## src/rtl/control_frame_buffer_write_only.sv

```systemverilog
// control_frame_buffer_write_only
// Write-side frame-buffer controller. Pops pixels from the capture FIFO and
// writes them to consecutive addresses starting at the page base. Frames can
// be dropped by an early frame start, or chained back-to-back when the next
// frame start coincides with the last pixel write.
// Optional feature: define DOUBLE_BUFFER_EN to alternate between two pages
// (page 1 based at the latched frame size); otherwise one page based at 0.
module control_frame_buffer_write_only #(
    parameter int ADDR_WIDTH = 32
) (
    input  logic                  clk_i,
    input  logic                  reset_i,
    input  logic [15:0]           resolution_width_i,
    input  logic [15:0]           resolution_depth_i,
    input  logic                  frame_start_i,
    input  logic                  empty_i,
    output logic                  wr_o,
    output logic [ADDR_WIDTH-1:0] addr_wr_o,
    output logic                  page_written_once_o,
    output logic                  frame_done_o,
    output logic                  frame_abort_o,
    output logic                  page_sel_o
);

    typedef enum logic [1:0] {
        IDLE  = 2'd0,
        WRITE = 2'd1,
        DONE  = 2'd2
    } state_t;

    state_t                state;
    logic [31:0]           total_q;      // pixels in the frame being written
    logic [31:0]           pix_cnt;      // pixels written so far in this frame
    logic                  pending;      // frame start seen on the last pixel
    logic [31:0]           start_total;
    logic                  start_ok;
    logic                  last_wr;
    logic                  load;
    logic [ADDR_WIDTH-1:0] start_base;
`ifdef DOUBLE_BUFFER_EN
    logic                  cur_page;     // page the current/next frame goes to
`endif

    // Frame size taken from the live resolution inputs when a frame (re)starts.
    assign start_total = 32'(resolution_width_i) * 32'(resolution_depth_i);
    assign start_ok    = (resolution_width_i != 16'd0) && (resolution_depth_i != 16'd0);

    // The strobe follows FIFO availability with no added latency.
    assign wr_o    = (state == WRITE) && !empty_i;
    assign last_wr = wr_o && (pix_cnt == total_q - 32'd1);

    // Base address of the page a (re)started frame is written to.
    always_comb begin
`ifdef DOUBLE_BUFFER_EN
        start_base = cur_page ? ADDR_WIDTH'(start_total) : '0;
`else
        start_base = '0;
`endif
    end

    // Decide whether this cycle (re)starts a frame and latches a new size.
    always_comb begin
        // NOTE: assigning a default first keeps every path driven, so no latch is inferred.
        load = 1'b0;
        if (start_ok) begin
            case (state)
                IDLE:    load = frame_start_i;
                WRITE:   load = frame_start_i && !last_wr;
                DONE:    load = frame_start_i || pending;
                default: load = 1'b0;
            endcase
        end
    end

    // Frame state machine with registered status pulses and write datapath.
    always_ff @(posedge clk_i or posedge reset_i) begin
        // NOTE: non-blocking assignments let every register see pre-edge values, like real flops.
        if (reset_i) begin
            state               <= IDLE;
            addr_wr_o           <= '0;
            pix_cnt             <= '0;
            total_q             <= '0;
            pending             <= 1'b0;
            frame_done_o        <= 1'b0;
            frame_abort_o       <= 1'b0;
            page_written_once_o <= 1'b0;
`ifdef DOUBLE_BUFFER_EN
            cur_page            <= 1'b0;
            page_sel_o          <= 1'b0;
`endif
        end else begin
            frame_done_o  <= 1'b0;
            frame_abort_o <= 1'b0;

            case (state)
                IDLE: begin
                    if (load) begin
                        state <= WRITE;
                    end
                end
                WRITE: begin
                    if (last_wr) begin
                        // A coincident frame start completes this frame and chains the next.
                        state               <= DONE;
                        frame_done_o        <= 1'b1;
                        page_written_once_o <= 1'b1;
                        pending             <= frame_start_i;
`ifdef DOUBLE_BUFFER_EN
                        page_sel_o          <= cur_page;
                        cur_page            <= ~cur_page;
`endif
                    end else if (frame_start_i) begin
                        // Early frame start drops the partial frame on the same page.
                        frame_abort_o <= 1'b1;
                        if (!load) begin
                            state <= IDLE;
                        end
                    end
                end
                DONE: begin
                    pending <= 1'b0;
                    state   <= load ? WRITE : IDLE;
                end
                default: begin
                    state <= IDLE;
                end
            endcase

            // Advance on every pixel written; a frame (re)start overrides it.
            if (wr_o) begin
                addr_wr_o <= addr_wr_o + ADDR_WIDTH'(1);
                pix_cnt   <= pix_cnt + 32'd1;
            end
            if (load) begin
                total_q   <= start_total;
                pix_cnt   <= '0;
                addr_wr_o <= start_base;
            end
        end
    end

`ifndef DOUBLE_BUFFER_EN
    assign page_sel_o = 1'b0;
`endif

endmodule

```

## config.mk

```make
export PLATFORM = sky130hd
export DESIGN_NAME = control_frame_buffer_write_only
export DESIGN_NICKNAME = d
export VERILOG_FILES = /design/src/rtl/control_frame_buffer_write_only.sv
export SDC_FILE = /design/constraint.sdc
export NUM_CORES = 1
export LEC_CHECK = 0
export CORE_AREA = 2 2 172 216
export CTS_CLUSTER_DIAMETER = 120
export DETAILED_ROUTE_END_ITERATION = 10
export DIE_AREA = 0 0 174 218
export DONT_BUFFER_PORTS = 1
export PLACE_DENSITY = 0.64
export SKIP_CTS_REPAIR_TIMING = 1
export SLEW_MARGIN = 20
export SYNTH_ARGS = -nofsm -noshare
export SYNTH_HDL_FRONTEND = slang
export SYNTH_SLANG_ARGS = --single-unit
```

## constraint.sdc

```tcl
create_clock -name clk_i -period 5.7 [get_ports clk_i]
set_clock_uncertainty 0.1 [all_clocks]
set_input_delay 1.71 -clock clk_i [delete_from_list [all_inputs] [get_ports clk_i]]
set_output_delay 1.71 -clock clk_i [all_outputs]
set_load 0.01 [all_outputs]
```

==> results of run 1 <==
cell type report:
type / count / area [µm²] / area share [%]
multi-input combinational: 1161 / 10820 / 68.31
sequential: 102 / 2552 / 16.12
inverter: 264 / 993.5 / 6.275
tap: 480 / 600.6 / 3.793
timing repair buffer: 76 / 589.3 / 3.722
clock buffer: 10 / 239.0 / 1.509
clock inverter: 5 / 42.54 / 0.2687
cell usage in the layout (no fill, tap or decap), drive strengths merged, types with 20 or more instances in the layout:
cell type / count
a21oi: 41
o21ai: 41
inv: 267
ha: 107
nand4: 20
buf: 76
fa: 194
nor2: 113
nand3: 33
xnor2: 56
nor3: 20
xor2: 63
and2: 123
dfrtp: 102
nand2: 186
layer usage:
metal  up-vias  wire length [µm]  GRT usage [%]
li1       5055                 -              -
met1      5184             14300          22.59
met2       275             17320          33.48
met3        45              1530          2.109
met4         0               645          5.210
met5         -                 0              0
power groups by stage:
stage | Combinational (µW) | Clock (µW) | Sequential (µW)
after floorplan | 6140 | 0 | 999
final | 9860 | 595 | 1060
after detailed placement | 8880 | 0 | 1070
after CTS | 8930 | 619 | 1050
after global routing | 11000 | 642 | 1080
after global placement | 8670 | 0 | 1060
flip-flops by register name, indices dropped and copies added, names as in the netlist:
| name | count |
|---|---|
| addr_wr_o | 32 |
| frame_abort_o | 1 |
| total_q | 32 |
| page_written_once_o | 1 |
| pending | 1 |
| frame_done_o | 1 |
| state | 2 |
| pix_cnt | 32 |
stage by stage:
stage	utilization (%)	worst slack (ns)	hold slack [ns]	total power (µW)	std cells
2_1_floorplan	-	-1.333	0.3846	7143	1585
3_3_place_gp	42.43	-1.425	0.4210	9738	2079
3_5_place_dp	42.43	-1.500	0.4293	9946	2079
4_1_cts	43.21	-1.115	0.4403	10600	2094
5_1_grt	44.08	-1.211	0.4727	12740	2098
6_report	44.08	-1.037	0.4455	11520	2098
cells in the mapped netlist, types with 4 or more instances:
| cell | instances |
|---|---|
| and3_1 | 14 |
| o21ai_0 | 36 |
| clkbuf_1 | 41 |
| xnor2_1 | 56 |
| o21ai_1 | 5 |
| a21oi_1 | 41 |
| or3_1 | 13 |
| nor4_1 | 16 |
| nand4_1 | 20 |
| xor2_1 | 63 |
| o41ai_1 | 5 |
| and4_1 | 6 |
| nand2_1 | 186 |
| nor4b_1 | 4 |
| buf_6 | 10 |
| mux2i_1 | 9 |
| ha_1 | 107 |
| fa_1 | 194 |
| nor3_1 | 20 |
| a21o_1 | 7 |
| and2_1 | 123 |
| a211oi_1 | 10 |
| inv_1 | 264 |
| o2111ai_1 | 4 |
| mux2_4 | 17 |
| dfrtp_1 | 102 |
| nor2_1 | 113 |
| nand3_1 | 33 |
| or4_1 | 9 |
| a31oi_1 | 7 |
worst paths after layout:
kind                            slack (ns)  depth (start not counted)                  start                   to
worst max-delay path                 -1.04                         21  resolution_width_i[5]          total_q[20]
max in group asynchronous             3.21                          2                reset_i          total_q[18]
worst max register to register        1.50                         11             total_q[0]          total_q[22]
min in group asynchronous             1.32                          1                reset_i        addr_wr_o[12]
worst min-delay path                  0.45                          1    page_written_once_o  page_written_once_o
worst min register to register        0.45                          1    page_written_once_o  page_written_once_o
cells by family after synthesis:
group / after synthesis
and+or+nand+nor: 573
buffers and inverters: 322
adders and majority gates: 301
AOI/OAI and AO/OA: 141
xor gates and xnor gates: 119
DFF: 102
muxes: 26
other: 1
==> results.yml, run 1 <==
setup_path:
  critPathTopFamily: "adder cells"
  worstPathBufferInverterCount: 5
  criticalPathCategory: "primary input to flip-flop"
  critPathSlowestCell: "fa_1"
  critPathArrivalTime_ns: 6.88
  crit_path_frequent_cell: "fa_1"
  end_kind: "flip-flop"
  critPathMaxFanout: 17
  crit_chain: "and2_4 -> fa_1 -> inv_2 -> fa_1 -> inv_1 -> fa_1 -> fa_1 -> fa_1 -> inv_2 -> fa_1 -> inv_2 -> ha_4 -> and2_4 -> a221o_1 -> a211oi_2 -> inv_2 -> o21a_1 -> o21ai_2 -> nand2_1 -> xor2_1 -> mux2_4"
  required_ns: 5.84
  slowest_delay_ns: 0.55
  startpoint_type: "primary input"
sta:
  rsz0062_at_grt: "true"
  final-max-slew-violation-count: 0
  hold_viol_final: 0
  layout_setup_ws_ns: -1.037
  setup_viol: 22
  period_share_pct: 118.2
  max_slew_margin_pct: 38.10
  finalSetupTns_ns: -16.22
  fin_crit_ns: 6.737
  worstMarginPinSlew_ns: 0.9285
  fmax_ghz: 0.1484
synth:
  synth_compound_area_share_pct: 6.172
  synth_cell_types: 59
  ys_warn_count: 0
  ys_seq_area_share_pct: 18.01
  ys_top_cells_by_area: "fa_1 27%, dfrtp_1 18%, ha_1 9.4%"
  syn-mean-instance-area_um2: 8.941
  yosysTopAreaCellShare_pct: 27.41
  synthMuxAreaShare_pct: 2.437
  yosys_most_used_dff: "dfrtp_1"
  synth_edf_count: 0
  synth_top_area_cell: "fa_1"
  synth_simple_gate_area_share_pct: 20.00
  synth-seq-cells: 102
  syn_nets: 1922
  yosys.area_share.adder_pct: 36.85
  synth-xor-area-share_pct: 7.355
  synth_top_family_by_area: "adder cells"
  synth_cells: 1585
  synthArstFlopShare_pct: 100.0
  synth_area_um2: 14170
global_routing:
  grt_util_all_layers_pct: 18.27
  first_global_vias: 11330
  grt_overflow: 0
  grt_max_degree: 75
  grt_first_pass_wirelength_mm: 56.67
  antenna_found_initial: 0
route:
  drc: 0
  antenna_left: 0
  wl_per_cell_um: 16.11
  firstDrtPassIters: 5
  drt-initial-drc-count: 453
  vias_per_cell: 5.033
  vias: 10560
  wl_mm: 33.80
outcome:
  outcome: "complete, but fails checks"
  failed_checks: "setup timing"
pwr:
  p_int_uw: 6365
  switchingPower_uw: 5150
  swShare_pct: 44.72
  p_clk_share_pct: 5.2
  seq_power_share_pct: 9.2
  pwr-share-comb_pct: 85.7
  peakVddDrop_uv: 577.9
  cellPowerDensity_nw_per_um2: 727.3
  p_leak_uw: 0.007481
layout:
  n_fill_cell: 3560
  layout.nets: 1951
  diodes: 0
  final_area_um2: 15830
  drive_gt1_share_pct: 12.48
  syn2layout_area_growth_pct: 11.73
job:
  drv_cap: 0
hold_path:
  hold_class: "flip-flop to flip-flop"
clock_tree:
  root_buffer: "clkbuf_16"
  tritoncts: "done"
  clk_latency_ns: 0.35
  htree_levels: 3
  clkSinkCount: 102
  cts_buffer_depth: 2
  clk_pin_slew_ns: 0.07
  cts_buffers: 9
floorplanning:
  pin_count: 73
  design.core.area_um2: 35910
  start_util_pct: 39.46
  die-area_um2: 37930
  rows: 78
  dieHeight_um: 218
  die_w_um: 174
placement:
  hpwl_mm: 26.29
  place_area_um2: 15240
  gp_congestion: 0.8757
  port_buffers: 0
Power figures use the tool's default switching activity.
==> run 2: changes to the inputs <==
==> constraint.sdc (replaced) <==
create_clock -name clk_i -period 5.7 [get_ports clk_i]
set_clock_uncertainty 0.1 [all_clocks]
set_input_delay 1.14 -clock clk_i [delete_from_list [all_inputs] [get_ports clk_i]]
set_output_delay 1.14 -clock clk_i [all_outputs]
set_load 0.01 [all_outputs]
==> run 2 against run 1 <==
Highest routed layer unchanged. Via count grew 1.0%. Non-clock buffer count fell by 9. Sequential power about the same. Largest power group unchanged. Combinational power shrank 2%. Largest cell class unchanged. The flow still finishes with violations (setup timing). Routed wire length fell by 2.6%.
==> results.yml, run 2 (synthesized netlist as in run 1, its figures left out) <==
setup_path:
  slowest_delay_ns: 0.57
  r2r_setup_slack_ns: 1.37
  critPathArrivalTime_ns: 6.30
  crit_path_frequent_cell: "fa_1"
  reg2reg_to: "pending"
  crit_start: "resolution_width_i[5]"
  startpoint_type: "primary input"
  crit_end: "total_q[30]"
  end_kind: "flip-flop"
  worst_r2r_path_depth: 10
  critPathSlowestCell: "fa_1"
  required_ns: 5.81
  criticalPathCategory: "primary input to flip-flop"
  r2r_start: "total_q[0]"
  critPathMaxFanout: 17
  crit_chain: "and2_4 -> fa_1 -> inv_2 -> fa_1 -> inv_1 -> fa_1 -> fa_1 -> fa_1 -> inv_1 -> fa_1 -> inv_2 -> ha_4 -> and2_4 -> a221o_1 -> a211oi_2 -> inv_2 -> o2111ai_4 -> a21oi_2 -> buf_4 -> nor3_4 -> or3_1 -> a31oi_1"
job:
  drv_cap: 0
pwr:
  p_leak_uw: 0.007444
  swShare_pct: 44.09
  seq_power_share_pct: 9.3
  peakVddDrop_uv: 739.7
  pwr-share-comb_pct: 85.3
  switchingPower_uw: 5000
  p_int_uw: 6340
  p_clk_share_pct: 5.4
  cellPowerDensity_nw_per_um2: 722.3
route:
  vias: 10670
  drc: 0
  wl_per_cell_um: 15.76
  wl_mm: 32.93
  firstDrtPassIters: 5
  antenna_left: 0
  drt-initial-drc-count: 520
  vias_per_cell: 5.107
sta:
  fin_crit_ns: 6.190
  finalSetupTns_ns: -5.062
  rsz0062_at_grt: "true"
  fmax_ghz: 0.1616
  final-max-slew-violation-count: 0
  max_slew_margin_pct: 42.23
  period_share_pct: 108.6
  setup_viol: 15
  layout_setup_ws_ns: -0.4897
  worstMarginPinSlew_ns: 0.8665
  hold_viol_final: 0
global_routing:
  first_global_vias: 11350
  grt_max_degree: 69
  grt_util_all_layers_pct: 17.91
  grt_first_pass_wirelength_mm: 55.70
  antenna_found_initial: 0
  grt_overflow: 0
floorplanning:
  rows: 78
  die_w_um: 174
  design.core.area_um2: 35910
  dieHeight_um: 218
  pin_count: 73
  die-area_um2: 37930
  start_util_pct: 39.46
layout:
  seq_area_um2: 2552
  final_area_um2: 15700
  syn2layout_area_growth_pct: 10.79
  layout.nets: 1942
  n_fill_cell: 3566
  reg.largest.list: "addr_wr_o: 32 flops, pix_cnt: 32 flops, total_q: 32 flops"
  diodes: 0
  final_common_cell: "inv_1"
  layout_common_cells: "254 x inv_1, 188 x fa_1, 182 x nand2_1"
  multi_input_area_um2: 10730
  drive_gt1_share_pct: 11.06
clock_tree:
  cts_buffers: 9
  htree_levels: 3
  clkSinkCount: 102
  cts_buffer_depth: 2
  tritoncts: "done"
  clk_pin_slew_ns: 0.07
  clk_latency_ns: 0.35
  root_buffer: "clkbuf_16"
placement:
  place_area_um2: 15120
  port_buffers: 0
  hpwl_mm: 26.03
  gp_congestion: 0.8744
  place_ws_ns: -0.9447
hold_path:
  hold_class: "flip-flop to flip-flop"
outcome:
  outcome: "complete, but fails checks"
  failed_checks: "setup timing"
## run 2: area by class of cell
cell class                      instances  share of cell area (%)
Multi-Input combinational cell       1161                   68.34
Sequential cell                       102                   16.26
Inverter                              264                   6.328
Tap cell                              480                   3.825
Timing Repair Buffer                   67                   3.403
Clock buffer                           12                   1.570
Clock inverter                          3                  0.2789
## run 2: power by group through the flow
stage / sequential (µW) / combinational [µW] / clock (µW)
6_report: 1060 / 9670 / 616
3_5_place_dp: 1060 / 8610 / 0
3_3_place_gp: 1060 / 8440 / 0
5_1_grt: 1070 / 10800 / 664
2_1_floorplan: 999 / 6090 / 0
4_1_cts: 1050 / 8660 / 637
## run 2: metrics by stage
stage / cells / total power (µW) / utilization (%) / hold WS [ns]
after global placement: 2068 / 9503 / 42.11 / 0.4199
after detailed placement: 2068 / 9677 / 42.11 / 0.4342
after floorplan: 1585 / 7085 / - / 0.3846
after CTS: 2083 / 10350 / 42.92 / 0.4429
after global routing: 2089 / 12510 / 43.72 / 0.4602
final: 2089 / 11340 / 43.72 / 0.4422
## run 2: layer usage
layer / global-route usage (%) / vias to the layer above / share of wire (%)
li1: - / 5040 / -
met2: 32.42 / 263 / 51
met5: 0 / - / 0
met1: 22.35 / 5310 / 43
met4: 5.350 / 0 / 2.1
met3: 2.127 / 56 / 4.4
## run 2: how the worst min path moves through the flow
| stage | start | to | cells past startpoint |
|---|---|---|---|
| floorplan | state[1] | frame_abort_o | 1 |
| global placement | state[1] | frame_abort_o | 1 |
| detailed placement | state[1] | frame_abort_o | 1 |
| CTS | state[1] | frame_abort_o | 1 |
| global route | page_written_once_o | page_written_once_o | 1 |
| finish | state[1] | frame_abort_o | 1 |
## run 2: critical path: cells and delay by family
family	cells	cell delay, ns
AOI/OAI and AO/OA	5	0.94
and+or+nand+nor	4	0.57
buffers and inverters	6	0.43
adders and majority gates	7	3.23
==> RTL change 1: new RTL, flow settings as in run 1 <==
The 3 states of `state_t` get a one-hot encoding in 3 bits.
--- a/src/rtl/control_frame_buffer_write_only.sv
+++ b/src/rtl/control_frame_buffer_write_only.sv
@@ -24,6 +24,6 @@
 
-    typedef enum logic [1:0] {
-        IDLE  = 2'd0,
-        WRITE = 2'd1,
-        DONE  = 2'd2
+    typedef enum logic [2:0] {
+        IDLE  = 3'b001,
+        WRITE = 3'b010,
+        DONE  = 3'b100
     } state_t;
Behaviour: no difference found for any inputs over 10 cycles, from zero or initial values and one cycle with reset_i high; not proved beyond that.
==> RTL change 1 against run 1 <==
- the flow still finishes with violations (negative setup slack)
- sequential share of layout area is 0.16 points lower
- sequential cell count is 1 higher
- critical endpoint is now total_q[27]$_DFFE_PP0N_
- non-clock buffer count is 9 higher
- global-route usage is 0.16 points lower
- wire length is 1.1% lower
- cell count is 0.14% higher
- hold slack worse by 0.018 ns
- area after synthesis is 0.11% higher
- cell area is 2.0% higher
- worst setup slack worse by 0.078 ns
Power is left out: the tool's default activity adds up to more than one toggle a clock period on the data nets, which glitch-free logic cannot reach.
==> RTL change 1: results (changes against run 1) <==
run status=finished, violations left; Non-Filler Instances=2101 (+0.14%); Yosys cell types=64 (+8.5%); non-clock inverter count=247 (-6.4%); share of layout cells above drive strength 1=14.69% (+2.2 points); failing checks=negative setup slack; DR vias=10620 (+0.56%); multi-input logic area=0.01100 mm^2 (+1.7%); comb_multi_in=1169 (+0.69%); Final setup viols=20 (-9.1%); xor and xnor area share after synthesis=7.841% (+0.49 points); initial antenna violation count=1 (+1); met2 Use GR=33.03% (-0.45 points); Reg2Reg Setup Slack=1.42 ns (-0.08 ns); nets=1952 (+0.051%); ant diodes=1 (+1); first-pass GRT wire length=56.16 mm (-0.90%); Synth area leaders=fa_1, dfrtp_1, ha_1; Met3 Routed Length=1.334 mm (-13%); syn_nets=1909 (-0.68%); post-synth top area share=27.38% (-0.029 points); Non-clock buffering overhead=4.191% (+0.47 points); hold_ws=0.4277 ns (-0.01783 ns); ClkCell Share=2.285% (+0.51 points); post-synthesis adder-cell area fraction=36.81% (-0.039 points); Post-Syn Area=0.01419 mm^2 (+0.11%); sequential cell area=0.002579 mm^2 (+1.0%); Setup TNS=-16.46 ns (-0.2404 ns); first-pass iteration count of the detailed router=8 (+3); metal2 WL=17.18 mm (-0.80%); Avg Synthesized Cell Area=9.024 um^2 (+0.93%); Design Area, Final=0.01615 mm^2 (+2.0%); Post-Route M1 WL=14.01 mm (-2.0%); DR WL/cell=15.91 um (-1.2%); final setup margin=-1.115 ns (-0.07793 ns); Setup WS pre-CTS=-1.531 ns (-0.03116 ns); pin slew with the least headroom to its limit=0.8967 ns (-0.03184 ns); Post-DP Area=0.01548 mm^2 (+1.6%); Post-synth top cells=inv_1, nand2_1, fa_1, and2_1, nor2_1; vias in the first global route=11440 (+0.92%); clk sinks=103 (+0.98%)
[RTL change 1: cell types whose count changed after synthesis, moves of 5 or more]
cell,delta
inv_1,-17
o21ai_0,-15
nand2_1,+14
a21oi_1,-9
buf_2,+7
buf_6,-7
nor2b_1,+7
and3_1,+6
nor3_1,-6
nor4_1,+6
or3_1,-6
mux2_4,+5
nor2_1,+5
o41ai_1,-5
[RTL change 1: worst paths after layout]
path	end	from
worst min register to register	pending$_DFFE_PP0P_	pending$_DFFE_PP0P_
worst max register to register	total_q[6]$_DFFE_PP0N_	total_q[6]$_DFFE_PP0N_
worst min-delay path	pending$_DFFE_PP0P_	pending$_DFFE_PP0P_
max in group asynchronous	total_q[10]$_DFFE_PP0N_	reset_i
min in group asynchronous	addr_wr_o[20]$_DFFE_PP0P_	reset_i
worst max-delay path	total_q[27]$_DFFE_PP0N_	resolution_width_i[8]
==> RTL change 2: new RTL, flow settings as in run 1 <==
Without the edit above. Change the parameter `ADDR_WIDTH` from 32 to 28.
--- a/src/rtl/control_frame_buffer_write_only.sv
+++ b/src/rtl/control_frame_buffer_write_only.sv
@@ -8,3 +8,3 @@
 module control_frame_buffer_write_only #(
-    parameter int ADDR_WIDTH = 32
+    parameter int ADDR_WIDTH = 28
 ) (
Ports: changed (resized addr_wr_o); port bits go from 73 to 69. The function was not compared with the original's and may differ.
==> RTL change 2 against run 1 <==
- the flow still finishes with violations (negative setup slack)
- area after synthesis grew 0.35%
- non-clock buffer count grew 11
- sequential cell count shrank 4
- cell area grew 1.4%
- hold slack gained 0.012 ns
- clock power shrank 2%
- wire length shrank 0.68%
- worst setup slack lost 0.24 ns
- fmax shrank 3.4%
- combinational power grew 5%
- cell count is essentially flat
- power grew 4.0%
==> RTL change 2: results (changes against run 1) <==
run status=finished, violations left; failing checks=negative setup slack; r2r endpoint=total_q[11]$_DFFE_PP0N_; average vias per placed instance=5.078 (+0.89%); M1 GR Usage=22.71% (+0.11 points); multi-input logic area=0.01108 mm^2 (+2.4%); Avg Synthesized Cell Area=9.047 um^2 (+1.2%); sequential cell area=0.002452 mm^2 (-3.9%); Hold EP=total_q[31]$_DFFE_PP0N_; multi-input combinational area share=69.02% (+0.71 points); Post-DP Area=0.01545 mm^2 (+1.4%); Yosys cell types=68 (+15%); combinational power=10.4 mW (+5%); Setup WS pre-CTS=-1.776 ns (-0.2767 ns); Top pwr grp=combinational logic; reg2reg path depth=12 (+1); min-delay src=total_q[31]$_DFFE_PP0N_; non-clock inverter count=249 (-5.7%); final setup margin=-1.275 ns (-0.2378 ns); Setup TNS=-18.28 ns (-2.065 ns); nets=1952 (+0.051%); pin count of the biggest net entering global routing=61 (-19%); vias in the first global route=11460 (+1.1%); dpl hpwl=27.18 mm (+3.4%); syn_nets=1909 (-0.68%); Synth area leaders=fa_1, dfrtp_1, ha_1; GRT Util Overall=18.41% (+0.14 points); Max VDD drop=0.6630 mV (+15%); fillers=3587 (+0.76%); hold_ws=0.4575 ns (+0.01202 ns); ClkCell Share=1.738% (-0.040 points); Signal buffers=87 (+14%); clk_lat worst skew=0.35 ns (about the same); M3 GR Usage=2.406% (+0.30 points); CP arrival=7.12 ns (+0.24 ns); Total Wirelength=33.57 mm (-0.68%); met2 Use GR=33.43% (-0.053 points); Max FO, Critical Path=17 (unchanged); Gate power share=86.5% (+0.8 points); Worst Hold Depth=1 (unchanged); P_leak=7.606 nW (+1.7%); placer's final routability congestion estimate=0.8812 (+0.63%); Final setup viols=21 (-4.5%); Placed Cells=2077 (-0.096%); ant diodes=1 (+1); Non-Filler Instances=2100 (+0.095%); Reg2Reg Setup Slack=1.19 ns (-0.31 ns); sequential fraction of the synthesis area=17.24% (-0.77 points); first-pass GRT wire length=56.86 mm (+0.33%); Post-synth top cells=inv_1, fa_1, nand2_1, and2_1, ha_1; initial antenna violation count=1 (+1); Int Pwr=6.705 mW (+5.3%); clk sinks=98 (-3.9%); comb_multi_in=1170 (+0.78%); iteration-0 DRC count of the detailed router=521 (+15%); Clock buffer cells=11 (+1); Largest regs=pix_cnt: 32 flops, total_q: 32 flops, addr_wr_o: 28 flops
[RTL change 2: cell count changes in the layout (fill, tap and decap cells not counted), moves of 7 or more]
cell,before,now
inv_1,252,232
nand2_1,180,168
mux2_2,0,10
nand2b_1,2,11
o21ai_1,13,4
a21o_1,7,15
a21oi_1,33,25
and2_1,113,121
buf_6,5,13
nor2_1,109,102
o21ai_0,25,18
[RTL change 2: cell families (layout without fill, tap and decap cells)]
group / after synthesis / count (layout) / synth area share [%]
AND/OR/NAND/NOR: 582 / 582 / 20.86
buffers and inverters: 304 / 351 / 8.543
adder cells (fa/ha/maj): 301 / 301 / 36.72
AO/OA/AOI/OAI: 129 / 129 / 6.106
XOR/XNOR: 121 / 121 / 7.452
flip-flops: 98 / 98 / 17.24
multiplexers: 36 / 36 / 3.044
other: 1 / 2 / 0.02637
[RTL change 2: metal layers]
metal  part of all wire, %  vias up
li1                      -     5080
met1                    43     5295
met2                    50      242
met3                   4.3       46
met4                   2.3        0
met5                     0        -
